$ cat src/rtl/mod_updown_counter_pkg.sv
//------------------------------------------------------------------------------
// Package     : counter_pkg
// Description : Shared constants and helpers for mod_updown_counter and its
//               prescaler: direction / bound-mode encodings and the width
//               helper used to size the prescaler count register.
// Revision    : 1.0 - initial release
//------------------------------------------------------------------------------
`default_nettype none

package counter_pkg;

  // Encodings for the 'up' input
  localparam logic DIR_UP    = 1'b1;
  localparam logic DIR_DOWN  = 1'b0;

  // Encodings for the 'sat' input
  localparam logic MODE_SAT  = 1'b1;
  localparam logic MODE_WRAP = 1'b0;

  // Bits needed to hold a prescaler count of 0..prescale-1; never below 1 so
  // the register always has a legal width.
  function automatic int pcnt_width(input int prescale);
    return (prescale <= 2) ? 1 : $clog2(prescale);
  endfunction

endpackage

`default_nettype wire

$ cat src/rtl/mod_updown_counter_prescaler.sv
//------------------------------------------------------------------------------
// Module      : prescaler
// Description : Divides enabled cycles by PRESCALE. Emits a one-cycle 'step'
//               on the enabled cycle that completes a prescale period. The
//               partial count is held while 'en' is low.
// Revision    : 1.0 - initial release
//
// Ports:
//   clock  in   rising-edge clock
//   reset  in   synchronous, active-low reset (clears the partial count)
//   en     in   advance the prescaler
//   clr    in   synchronous clear of the partial count (used on load)
//   step   out  one-cycle step pulse
//------------------------------------------------------------------------------
`default_nettype none

module prescaler
  import counter_pkg::*;
#(
  parameter int PRESCALE = 1
) (
  input  logic clock,
  input  logic reset,
  input  logic en,
  input  logic clr,
  output logic step
);

  generate
    if (PRESCALE == 1) begin : g_passthru
      // No state needed: every enabled cycle is a step. The owner applies
      // load priority, so clr/reset have nothing to act on here.
      logic w_unused;
      assign w_unused = &{1'b0, clock, reset, clr};
      assign step     = en;
    end else begin : g_count
      localparam int C_PW = pcnt_width(PRESCALE);
      localparam logic [C_PW-1:0] C_LAST = C_PW'(PRESCALE - 1);

      logic [C_PW-1:0] r_pcnt;
      logic            w_last;

      assign w_last = (r_pcnt == C_LAST);

      always_ff @(posedge clock) begin
        if (!reset) begin
          r_pcnt <= '0;
        end else if (clr) begin
          r_pcnt <= '0;
        end else if (en) begin
          r_pcnt <= w_last ? '0 : r_pcnt + C_PW'(1);
        end
      end

      assign step = en & w_last;
    end
  endgenerate

endmodule

`default_nettype wire

$ cat src/rtl/mod_updown_counter.sv
//------------------------------------------------------------------------------
// Module      : mod_updown_counter
// Description : Synchronous up/down counter with programmable modulus,
//               prescaler, parallel load (clamped) and wrap/saturate mode.
// Revision    : 1.0 - initial release
//
// Ports:
//   clock  in         rising-edge clock
//   reset  in         synchronous, active-low reset
//   en     in         count enable (advances the prescaler)
//   up     in         direction, 1 = up, 0 = down
//   sat    in         bound mode, 1 = saturate, 0 = wrap modulo MODULUS
//   load   in         parallel load strobe
//   d      in [W]     load value (clamped to MODULUS-1)
//   o      out [W]    registered count
//   tc     out        terminal count, combinational from o and up
//   wrap   out        registered one-cycle pulse on a wrapping step
//------------------------------------------------------------------------------
`default_nettype none

module mod_updown_counter
  import counter_pkg::*;
#(
  parameter int              WIDTH    = 8,
  parameter longint unsigned MODULUS  = 64'd1 << WIDTH,
  parameter int              PRESCALE = 1
) (
  input  logic             clock,
  input  logic             reset,
  input  logic             en,
  input  logic             up,
  input  logic             sat,
  input  logic             load,
  input  logic [WIDTH-1:0] d,
  output logic [WIDTH-1:0] o,
  output logic             tc,
  output logic             wrap
);

  // One extra bit so MODULUS itself (up to 2**WIDTH) is representable.
  localparam logic [WIDTH:0] C_MOD = (WIDTH+1)'(MODULUS);
  localparam logic [WIDTH:0] C_TOP = (WIDTH+1)'(MODULUS - 64'd1);

  logic [WIDTH-1:0] r_o;
  logic             r_wrap;

  logic             w_step;
  logic [WIDTH:0]   w_o_ext;
  logic [WIDTH:0]   w_inc;
  logic [WIDTH:0]   w_dec;
  logic             w_at_top;
  logic             w_at_zero;
  logic [WIDTH-1:0] w_load_val;
  logic [WIDTH-1:0] w_o_nxt;
  logic             w_wrap_nxt;
  logic             w_unused;

  prescaler #(
    .PRESCALE (PRESCALE)
  ) u_prescaler (
    .clock (clock),
    .reset (reset),
    .en    (en),
    .clr   (load),
    .step  (w_step)
  );

  assign w_o_ext    = {1'b0, r_o};
  assign w_inc      = w_o_ext + (WIDTH+1)'(1);
  assign w_dec      = w_o_ext - (WIDTH+1)'(1);
  assign w_at_top   = (w_o_ext == C_TOP);
  assign w_at_zero  = (r_o == '0);
  assign w_load_val = ({1'b0, d} < C_MOD) ? d : C_TOP[WIDTH-1:0];
  // Carry/borrow bits never matter: increments stop at the top, decrements at 0.
  assign w_unused   = &{1'b0, w_inc[WIDTH], w_dec[WIDTH]};

  // Next-state mux in priority order: load, step, hold (reset in the flop).
  always_comb begin
    w_o_nxt    = r_o;
    w_wrap_nxt = 1'b0;
    if (load) begin
      w_o_nxt = w_load_val;
    end else if (w_step) begin
      if (up == DIR_UP) begin
        if (!w_at_top) begin
          w_o_nxt = w_inc[WIDTH-1:0];
        end else if (sat == MODE_WRAP) begin
          w_o_nxt    = '0;
          w_wrap_nxt = 1'b1;
        end
      end else begin
        if (!w_at_zero) begin
          w_o_nxt = w_dec[WIDTH-1:0];
        end else if (sat == MODE_WRAP) begin
          w_o_nxt    = C_TOP[WIDTH-1:0];
          w_wrap_nxt = 1'b1;
        end
      end
    end
  end

  always_ff @(posedge clock) begin
    if (!reset) begin
      r_o    <= '0;
      r_wrap <= 1'b0;
    end else begin
      r_o    <= w_o_nxt;
      r_wrap <= w_wrap_nxt;
    end
  end

  assign o    = r_o;
  assign wrap = r_wrap;
  assign tc   = (up == DIR_UP) ? w_at_top : w_at_zero;

endmodule

`default_nettype wire

$ cat config.mk
export PLATFORM = sky130hd
export DESIGN_NAME = mod_updown_counter
export DESIGN_NICKNAME = d
export VERILOG_FILES = /design/src/rtl/mod_updown_counter_pkg.sv /design/src/rtl/mod_updown_counter_prescaler.sv /design/src/rtl/mod_updown_counter.sv
export SDC_FILE = /design/constraint.sdc
export NUM_CORES = 1
export LEC_CHECK = 0
export ABC_AREA = 1
export CAP_MARGIN = 20
export CORE_AREA = 2 2 54 46
export CTS_BUF_LIST = sky130_fd_sc_hd__clkbuf_2
export DETAILED_ROUTE_END_ITERATION = 7
export DIE_AREA = 0 0 56 48
export PLACE_DENSITY_LB_ADDON = 0.25
export SETUP_SLACK_MARGIN = 0.15
export SLEW_MARGIN = 20
export SYNTH_ARGS = -nofsm -noshare
export SYNTH_HDL_FRONTEND = slang
export SYNTH_SLANG_ARGS = --single-unit
$ cat constraint.sdc
create_clock -name clock -period 2 [get_ports clock]
set_input_delay 0.4 -clock clock [delete_from_list [all_inputs] [get_ports clock]]
set_output_delay 0.4 -clock clock [all_outputs]
set_load 0.005 [all_outputs]
==> results of run 1 <==
-- worst paths after layout --
| path | start | slack (ns) | endpoint | depth (start not counted) |
|---|---|---|---|---|
| min reg2reg | o[4] | 0.62 | o[4] | 2 |
| min | o[4] | 0.62 | o[4] | 2 |
| max reg2reg | o[1] | 0.35 | o[1] | 10 |
| max | o[0] | 0.24 | o[0] | 3 |
-- logic make-up after synthesis --
kind of cell,share of synthesized area [%]
flip-flops,19.33
AND/OR/NAND/NOR,47.92
adder cells (fa/ha/maj),4.027
buffers and inverters,14.23
AO/OA/AOI/OAI,14.50
-- placed cells by master (no fill, tap or decap), types with 2 or more instances in the layout --
cell type,n
a21oi_1,8
inv_1,24
dfxtp_2,3
nor2_1,24
nand4_1,2
nand3_1,17
inv_4,2
buf_4,16
clkdlybuf4s50_1,22
dfxtp_1,4
o21ai_0,12
nand2_2,2
nand2_1,42
inv_2,3
nor2_2,2
a21oi_2,2
dfxtp_4,2
clkbuf_2,4
nor3_1,2
a31oi_1,2
-- layer usage --
layer / GRT usage (%) / up-vias / part of all wire (%)
li1: - / 610 / -
met1: 27.91 / 527 / 40
met3: 7.297 / 10 / 11
met4: 8.571 / 0 / 1.6
met2: 43.06 / 80 / 47
met5: 0 / - / 0
-- state kept, by name, summed over array words and instances (netlist names) --
signal  count
wrap        1
o           8
-- synth_stat cells (2+ instances only) --
master	n
nand2_1	43
inv_1	27
nor2_1	24
nand3_1	17
o21ai_0	12
a21oi_1	9
dfxtp_1	9
ha_1	3
a31oi_1	2
buf_2	2
nand4_1	2
nor2_2	2
nor3_1	2
-- metrics by stage --
stage	total power [mW]	hold WS, ns
floorplan	0.3936	0.4703
global placement	0.5172	0.5778
detailed placement	0.5262	0.5947
CTS	0.6572	0.6023
global route	0.7209	0.6733
finish	0.6670	0.6152
-- power by group through the flow --
| stage | sequential [mW] | combinational (mW) | clock [mW] |
|---|---|---|---|
| 3_5_place_dp | 0.223 | 0.303 | 0 |
| 4_1_cts | 0.220 | 0.303 | 0.134 |
| 3_3_place_gp | 0.223 | 0.294 | 0 |
| 6_report | 0.226 | 0.315 | 0.127 |
| 5_1_grt | 0.229 | 0.350 | 0.142 |
| 2_1_floorplan | 0.222 | 0.172 | 0 |
-- worst min-delay path, cell delays in order, from the launching register on --
cell	delay (ns)
dfxtp_2	0.38
o21ai_0	0.16
a21oi_1	0.04
-- timing repair --
action / in CTS / in global routing
endpoints found under the setup margin: 1 / 1
gates resized for setup: 8 / 12
buffers inserted: 0 / 2
pin swaps: 1 / 3
-- cell type report --
type	count	area [sq um]
Fill cell	200	759.5
Multi-Input combinational cell	125	640.6
Timing Repair Buffer	39	345.3
Sequential cell	9	191.4
Clock buffer	4	20.02
Inverter	29	113.9
Tap cell	25	31.28
==> run_results.csv, run 1 <==
group,metric,value,unit
drt,totalWireLength,2922,microns
worst_setup_path,timing.critical_path.mode_cell,"buf_4",
worst_setup_path,path_class,"reg2out",
floorplan,die_y,48,microns
power_and_ir_drop,irDropWorstVdd,0.3393,mV
global_route,grt_pass1_vias,1120,
run,maxCapViolCount,0,
cells_and_area,final_cells,231,
hold_path,hp-class,"reg2reg",
floorplan,start_util,44.35,%
synth,syn_area,932.1,sq um
sta,clock_skew,0.004737,ns
sta,fin_crit_sh,88.00,%
synth,ys_seq_area_share,19.33,%
sta,drv_slew,0,
clock_network,hold_buffers,0,
synth,synth_area_per_cell,5.615,sq um
global_route,grt_max_degree,10,
worst_setup_path,worstPathRequired,1.60,ns
clock_network,cts-root-buf,"clkbuf_2",
sta,layout_min_cycle_time,1.760,ns
placement,port_buffers,23,
placement,post_dp_cell_area,0.001277,sq mm
placement,dp.cells,225,
floorplan,io_pins,24,
worst_setup_path,start_kind,"flop",
sta,setup_slack,0.2401,ns
synth,ys_types,25,
sta,worst_slew_pin_slew,0.3037,ns
sta,hold_viol_final,0,
clock_network,cts_buffers,3,
power_and_ir_drop,p_sw_share,40.18,%
synth,yosys_warnings,0,
power_and_ir_drop,p_per_area,496.8,mW/mm^2
synth,ys_ff_latch,9,
floorplan,die_w,56,microns
power_and_ir_drop,seq_power_share,33.8,%
worst_setup_path,crit_slowest_cell,"clkdlybuf4s50_1",
cells_and_area,drive_gt1_share,21.84,%
clock_network,numClockSinks,9,
cells_and_area,nNetsFinal,224,
worst_setup_path,cp_data_arrival_time,1.36,ns
power_and_ir_drop,power.leakage,0.6794,nW
clock_network,cts_tree,"built",
synth,yosys_most_used_dff,"dfxtp_1",
drt,vias,1227,
worst_setup_path,max_stage_delay,0.49,ns
placement,place_ws,-0.07921,ns
sta,timing.slew.headroom,79.73,%
global_route,grt_usage,23.87,%
cells_and_area,design_area,0.001343,sq mm
synth,synth_area_leaders,"dfxtp_1, nand2_1, inv_1",
floorplan,core.rowCount,15,
synth,synth_top_area_cell,"dfxtp_1",
drt,drt-pass1-iter-count,4,
clock_network,htreeDepth,1,
drt,wl_per_cell,12.65,microns
global_route,grt-ovfl-total,0,
power_and_ir_drop,p_sw,0.2680,mW
sta,tns,0,ns
worst_setup_path,worstPathMaxFanout,4,
clock_network,clk_path_buf_depth,2,
worst_setup_path,crit_path_cell_trace,"buf_4 -> buf_4 -> clkdlybuf4s50_1",
sta,rsz0062_at_grt,"false",
cells_and_area,syn_to_final_growth,44.03,%
placement,gp_congestion,0.9405,
synth,synth-edff-count,0,
synth,postSynthCellCount,166,
synth,syn-num-nets,183,
power_and_ir_drop,internal_power,0.3990,mW
cells_and_area,n_antenna_cell,0,
outcome,status,"finished clean",
sta,finalSetupViolations,0,
global_route,antenna_found_initial,0,
floorplan,core_area,0.002102,sq mm
sta,fmax,0.5682,GHz
power_and_ir_drop,pwr-share-comb,47.2,%
synth,synth_top_area_share,19.33,%
power_and_ir_drop,clockPowerShare,19.0,%
clock_network,clk-insertion-delay-late,0.26,ns
drt,antenna_left,0,
worst_setup_path,crit_buf_inv,3,
drt,drc,0,
global_route,grt_pass1_wl,4864,microns
placement,dp.final_hpwl,2248,microns
clock_network,clk_pin_slew,0.10,ns
worst_setup_path,critPathTopFamily,"buffers and inverters",
drt,initialDrtViolationCount,61,
floorplan,die-area,0.002688,sq mm
drt,via_per_inst,5.312,
synth,synthArstFlopShare,0,%
worst_setup_path,crit_path_end_kind,"output port",
cells_and_area,utilization,63.87,%
Note: power is estimated with default switching activity, not from simulation.
==> inputs of run 2 (changes only) <==
--- a/config.mk
+++ b/config.mk
@@ -7,10 +7,10 @@
 export LEC_CHECK = 0
 export ABC_AREA = 1
 export CAP_MARGIN = 20
-export CORE_AREA = 2 2 54 46
+export CORE_AREA = 5 5 57 49
 export CTS_BUF_LIST = sky130_fd_sc_hd__clkbuf_2
 export DETAILED_ROUTE_END_ITERATION = 7
-export DIE_AREA = 0 0 56 48
+export DIE_AREA = 0 0 62 54
 export PLACE_DENSITY_LB_ADDON = 0.25
 export SETUP_SLACK_MARGIN = 0.15
 export SLEW_MARGIN = 20
==> run_results.csv, run 2 (same netlist as run 1, synthesis figures left out) <==
group,metric,value,unit
cells_and_area,drive_gt1_share,20.39,%
drt,antenna_left,0,
power_and_ir_drop,irDropWorstVdd,0.3240,mV
cells_and_area,design_area,0.001344,sq mm
placement,port_buffers,23,
floorplan,core_area,0.002242,sq mm
hold_path,hp-class,"reg2reg",
global_route,antenna_found_initial,0,
sta,clock_skew,0.01248,ns
drt,totalWireLength,2856,microns
drt,vias,1222,
power_and_ir_drop,p_per_area,499.9,mW/mm^2
worst_setup_path,crit_path_start,"o[0]",
sta,rsz0062_at_grt,"false",
worst_setup_path,path_class,"reg2out",
sta,tns,0,ns
clock_network,cts_buffers,3,
outcome,status,"finished clean",
cells_and_area,ff_latch_area,190.2,sq um
placement,post_dp_cell_area,0.001272,sq mm
worst_setup_path,worstPathMaxFanout,3,
clock_network,clk_path_buf_depth,2,
cells_and_area,utilization,59.93,%
global_route,grt_max_degree,13,
drt,drc,0,
clock_network,clk-insertion-delay-late,0.28,ns
sta,drv_slew,0,
power_and_ir_drop,power.leakage,0.6799,nW
placement,gp_congestion,0.8892,
floorplan,core.rowCount,16,
global_route,grt-ovfl-total,0,
worst_setup_path,start_kind,"flop",
floorplan,die-area,0.003348,sq mm
clock_network,cts-root-buf,"clkbuf_2",
clock_network,hold_buffers,0,
worst_setup_path,crit_path_end_kind,"output port",
cells_and_area,nNetsFinal,224,
hold_path,hp-start,"o[4]",
floorplan,io_pins,24,
clock_network,numClockSinks,9,
drt,initialDrtViolationCount,53,
floorplan,start_util,41.57,%
drt,via_per_inst,5.245,
floorplan,die_y,54,microns
placement,dp.final_hpwl,2229,microns
drt,drt-pass1-iter-count,4,
worst_setup_path,worstPathRequired,1.60,ns
global_route,grt_pass1_vias,1157,
floorplan,die_w,62,microns
worst_setup_path,cp_data_arrival_time,1.38,ns
sta,layout_min_cycle_time,1.781,ns
cells_and_area,nFillCells,200,
clock_network,clk_pin_slew,0.12,ns
cells_and_area,multi_input_area,643.1,sq um
sta,fin_crit_sh,89.07,%
cells_and_area,largest_reg_flops,8,
sta,hold_viol_final,0,
clock_network,cts_tree,"built",
worst_setup_path,r2r-start,"o[0]",
drt,wl_per_cell,12.26,microns
sta,worst_slew_pin_slew,0.2955,ns
cells_and_area,final_common_cell,"nand2_1",
global_route,grt_pass1_wl,5009,microns
run,maxCapViolCount,0,
clock_network,htreeDepth,1,
sta,finalSetupViolations,0,
sta,timing.slew.headroom,80.28,%
cells_and_area,n_antenna_cell,0,
cells_and_area,layout_common_cells,"nand2_1, inv_1, nor2_1",
sta,fmax,0.5614,GHz
cells_and_area,syn_to_final_growth,44.16,%
global_route,grt_usage,20.07,%
## run 2: power breakdown
part           internal [mW]  switching, mW  total [mW]
Sequential             0.197         0.0227       0.219
Clock                 0.0531         0.0814       0.134
Combinational          0.151          0.166       0.318
Total                  0.401          0.271       0.672
## run 2: repair_timing
item,in CTS,in global routing
gates resized for setup,11,6
pin swaps,3,1
setup endpoints to repair,1,1
setup buffers,3,0
## run 2: final timing paths
| path | end | slack, ns | depth (start not counted) |
|---|---|---|---|
| max | tc | 0.22 | 7 |
| min | o[4] | 0.62 | 2 |
| min reg2reg | o[4] | 0.62 | 2 |
| max reg2reg | o[5] | 0.39 | 11 |
## run 2: layer usage
layer  part of all wire [%]  GRT usage (%)
met2                     46          33.10
met4                    1.6          7.067
met5                      0              0
met3                     10          5.995
met1                     42          24.44
## run 2: critical path, cell delays in order, from the launching register on
cell	delay (ns)
dfxtp_4	0.38
inv_1	0.07
ha_1	0.15
nand2_1	0.09
nor2_4	0.11
inv_2	0.05
a21oi_2	0.13
buf_2	0.13
## run 2: stage by stage
| stage | power [mW] | std cells | hold slack (ns) | setup WS, ns |
|---|---|---|---|---|
| final | 0.6718 | 233 | 0.6162 | 0.2186 |
| after global routing | 0.7240 | 233 | 0.6547 | 0.1554 |
| after floorplan | 0.3936 | 166 | 0.4703 | 0.5449 |
| after detailed placement | 0.5228 | 226 | 0.6032 | -0.1207 |
| after global placement | 0.5165 | 226 | 0.5833 | -0.07509 |
| after CTS | 0.6685 | 233 | 0.6334 | 0.2015 |
## run 2: final cells by class
class	count	area share (%)
clock buffers	4	1.490
well taps	27	2.514
repair buffers	39	25.70
flip-flops and latches	9	14.15
multi-input cells	125	47.86
inverters	29	8.287
